### src/rtl/countdown_timer.sv
// countdown_timer: loadable down-counter with expiry pulse and low-count flag.
// Define COUNTDOWN_AUTORELOAD_EN to restart from the last loaded value after each expiry.
module countdown_timer #(
  parameter int SIZE   = 8,
  parameter int THRESH = 8
) (
  input  logic            clk,
  input  logic            rst_n,
  input  logic            load_valid,
  input  logic [SIZE-1:0] load_val,
  output logic            load_ready,
  input  logic            pause,
  input  logic            abort,
  output logic [SIZE-1:0] out,
  output logic            busy,
  output logic            low,
  output logic            expired
);
  localparam logic [1:0] IDLE = 2'd0;
  localparam logic [1:0] RUN  = 2'd1;
  localparam logic [1:0] DONE = 2'd2;
  localparam logic [SIZE-1:0] TH = SIZE'(THRESH);
  logic [1:0]      state_q, state_d;
  logic [SIZE-1:0] out_q, out_d;
`ifdef COUNTDOWN_AUTORELOAD_EN
  logic [SIZE-1:0] reload_q, reload_d;
`endif
  assign load_ready = state_q == IDLE;
  assign busy       = state_q == RUN;
  assign low        = busy && out_q <= TH;
  assign expired    = state_q == DONE;
  assign out        = out_q;
  always_comb begin
    state_d = state_q;
    out_d   = out_q;
`ifdef COUNTDOWN_AUTORELOAD_EN
    reload_d = reload_q;
`endif
    if (state_q == IDLE) begin
      if (load_valid) begin
        out_d   = load_val;
        state_d = (load_val != '0) ? RUN : DONE;
`ifdef COUNTDOWN_AUTORELOAD_EN
        reload_d = load_val;
`endif
      end
    end else if (state_q == RUN) begin
      if (abort) state_d = IDLE;
      else if (!pause) begin
        out_d   = out_q - SIZE'(1);
        state_d = (out_q == SIZE'(1)) ? DONE : RUN;
      end
    end else if (state_q == DONE) begin
`ifdef COUNTDOWN_AUTORELOAD_EN
      if (abort) state_d = IDLE;
      else if (reload_q != '0) begin
        state_d = RUN;
        out_d   = reload_q;
      end
`else
      state_d = IDLE;
`endif
    end else state_d = IDLE;
  end
  always_ff @(posedge clk or negedge rst_n) begin
    if (!rst_n) begin
      state_q <= IDLE;
      out_q   <= '0;
`ifdef COUNTDOWN_AUTORELOAD_EN
      reload_q <= '0;
`endif
    end else begin
      state_q <= state_d;
      out_q   <= out_d;
`ifdef COUNTDOWN_AUTORELOAD_EN
      reload_q <= reload_d;
`endif
    end
  end
endmodule

### config.mk
export PLATFORM = sky130hd
export DESIGN_NAME = countdown_timer
export DESIGN_NICKNAME = d
export VERILOG_FILES = /design/src/rtl/countdown_timer.sv
export SDC_FILE = /design/constraint.sdc
export NUM_CORES = 1
export LEC_CHECK = 0
export ABC_AREA = 1
export CAP_MARGIN = 20
export CORE_MARGIN = 5
export CORE_UTILIZATION = 45
export DETAILED_ROUTE_END_ITERATION = 16
export GPL_TIMING_DRIVEN = 0
export PLACE_DENSITY_LB_ADDON = 0.08
export REMOVE_ABC_BUFFERS = 1
export SETUP_SLACK_MARGIN = 0.05
export SYNTH_ARGS = -nofsm -noshare
export SYNTH_HDL_FRONTEND = slang
export SYNTH_SLANG_ARGS = --single-unit
### constraint.sdc
create_clock -name clk -period 1.8 [get_ports clk]
set_clock_uncertainty 0.15 [all_clocks]
set_input_delay 0.54 -clock clk [delete_from_list [all_inputs] [get_ports clk]]
set_output_delay 0.54 -clock clk [all_outputs]
set_load 0.005 [all_outputs]
==> summary.md <==
| Metric | Value |
|---|---|
| Post-synth EDFFs | 0 |
| Comb power frac | 70.4% |
| Slowest CP cell | dfrtp_1 |
| Die Wd | 51.6 um |
| RR Endpoint | out[6] |
| Routed wire length | 2.35 mm |
| Syn-to-layout area delta | 64.1% |
| PwrDens | 1680 mW/mm^2 |
| Max VDD drop | 1.02 mV |
| Reg2reg setup slack | 0.22 ns |
| Diodes inserted | 0 |
| Placed insts | 160 |
| Worst-Skew Late Latency | 0.26 ns |
| RR Startpoint | state_q[1] |
| Cell Area, Placed | 0.00102 sq mm |
| CTS Buffer Depth | 2 |
| Port bufs | 24 |
| Design area | 0.00127 sq mm |
| DR vias | 936 |
| Most frequent cell after synthesis | nand2_1 |
| Row cnt | 15 |
| H-tree depth | 1 |
| Largest net degree at the start of global routing | 13 |
| Psw | 0.939 mW |
| Final Slew Violations | 0 |
| Worst slew pin tran | 0.485 ns |
| Leakage | 0.664 nW |
| Most frequent cells after synthesis | 37 x nand2_1, 22 x nor2_1, 13 x inv_1 |
| Top FF cell, synth | dfrtp_1 |
| DRC Markers | 0 |
| Pre-CTS WS | -0.398 ns |
| Post-DP HPWL | 1.46 mm |
| Peak Freq | 0.513 GHz |
| Crit. Startpoint | out[6] |
| Post-Syn Area | 777 sq um |
| First-pass GRT wire length | 3.59 mm |
| Num CTS Buffers | 3 |
| CP arrival | 1.26 ns |
| Synth warn | 0 |
| Final Hold Vio Count | 0 |
| Layout net count | 190 |
| Crit Path Max Fanout | 2 |
| Synthesized instance count | 121 |
| Share of cells above drive strength 1 | 31.8% |
| RSZ-0062 raised after global routing | true |
| Final Power | 2.14 mW |
| Hold Path Class | in2async |
| Critical Path Sink Type | primary output |
| Initial antenna violation count | 0 |
| Flop pwr share | 20.0% |
| Grt ovf | 0 |
| Routed WL per cell | 12.4 um |
| Setup WS post-layout | -0.150 ns |
| First DRT Iteration DRCs | 15 |
| Synth area leaders | dfrtp_1 32%, nand2_1 18%, nor2_1 11% |
| Core area | 0.00169 sq mm |
| Worst stage delay on the critical path | 0.42 ns |
| Switching Share | 43.8% |
| I/O pins | 25 |
| Fin cells | 190 |
| Initial Utilization | 46.0% |
| Post-synthesis async set-or-reset flop share | 100% |
| Max-Slew Margin vs Limit | 67.5% |
| Crit path to | low |
| Clock share of power | 9.6% |
| Setup crit start kind | flop |
| Max-cap viol count | 0 |
| Status | finished, violations left |
| Min Clock Period, post-route | 1.95 ns |
| Yosys top cell area share | 32.2% |
| Clk sinks | 10 |
| TritonCTS clock tree | built |
| Global Route Usage Sum | 18.1% |
| Crit Path Category | reg2out |
| Failing checks | negative setup slack |
| TritonRoute pass-1 iters | 4 |
| Root Buffer | clkbuf_4 |
| WP data required | 1.11 ns |
| Routability cong. | 0.844 |
| Reg2Reg Depth | 10 |
| Internal power | 1.20 mW |
| Final hold slack | 0.450 ns |
| Cell taking the most area after synthesis | dfrtp_1 |
| Vias per cell | 4.93 |
| Netlist cell types | 23 |
| Critical-path cell list | nor2_4 -> nand2_2 -> nor4_2 -> buf_2 |
| Die Y | 51.6 um |
| Die area | 0.00266 sq mm |
| Sequential area share after synthesis | 32.2% |
| Final ANT Viol Nets | 0 |
| Worst-path clk slew | 0.07 ns |
| Yosys reg bits | 10 |
| Tcrit/Tclk final | 108% |
| Vias in the first global route | 831 |
| # setup viols final | 2 |
| Avg Synthesized Cell Area | 6.42 sq um |
-- worst min-delay path by stage --
| stage | from | end | slack (ns) |
|---|---|---|---|
| finish | rst_n | out[1] | 0.45 |
| floorplan | rst_n | out[0] | 0.09 |
| global route | rst_n | out[1] | 0.49 |
| detailed placement | out[6] | out[6] | 0.36 |
| CTS | rst_n | out[1] | 0.46 |
| global placement | out[6] | out[6] | 0.34 |
-- metal layers --
metal	up-vias	share of wire, %	GRT usage, %
met3	2	6.7	3.15
met2	30	49	31.8
met1	424	43	21.6
met4	0	0.60	7.42
li1	480	-	-
met5	-	0	0
-- power groups by stage --
stage / clock network [mW] / registers (mW) / logic (mW)
after CTS: 0.210 / 0.418 / 1.28
after detailed placement: 0 / 0.451 / 1.03
final: 0.206 / 0.427 / 1.51
after global routing: 0.228 / 0.442 / 1.67
after floorplan: 0 / 0.437 / 0.625
after global placement: 0 / 0.444 / 1.02
-- cell usage in the layout, fill, tap and decap left out, types with 4 or more instances in the layout --
cell type	instances
inv_1	11
clkdlybuf4s50_1	12
nand3_1	6
o21ai_0	10
dlygate4sd2_1	4
buf_6	9
clkbuf_2	4
nand2_1	36
dfrtp_1	8
nor2_1	20
buf_4	17
inv_2	4
-- stage by stage --
stage | util, % | TNS, ns
4_1_cts | 70.4 | -0.246
2_1_floorplan | - | 0
6_report | 75.5 | -0.173
3_3_place_gp | 60.4 | -0.874
3_5_place_dp | 60.4 | -0.931
5_1_grt | 75.5 | -0.249
-- flip-flops by register name (all words and copies together) (netlist names) --
| name | flops |
|---|---|
| out | 8 |
| state_q | 2 |
-- final cells by class --
cell class | count | area (sq um)
multi-input combinational | 93 | 473
inverter | 16 | 62.6
fill | 130 | 414
sequential | 10 | 253
tap | 17 | 21.3
timing repair buffer | 50 | 429
clock buffer | 4 | 36.3
-- cell families (layout without fill, tap and decap cells) --
family / Yosys count / count (layout) / synth area share, %
AO/OA/AOI/OAI: 16 / 16 / 10.9
XOR/XNOR: 1 / 1 / 1.13
adder cells (fa/ha/maj): 3 / 3 / 4.83
buffers and inverters: 18 / 70 / 10.5
flip-flops: 10 / 10 / 32.2
AND/OR/NAND/NOR: 73 / 73 / 40.4
-- repair_timing --
action	CTS	global route
pin swaps	3	3
setup buffers	16	10
hold buffers	0	0
endpoints found under the setup margin	20	13
resized for setup	34	17
-- worst max-delay path, delay by kind of cell, from the launching register on --
family                 cells  cell delay, ns
and+or+nand+nor            3            0.44
DFF                        1            0.42
buffers and inverters      1            0.15
Power figures use the tool's default switching activity.
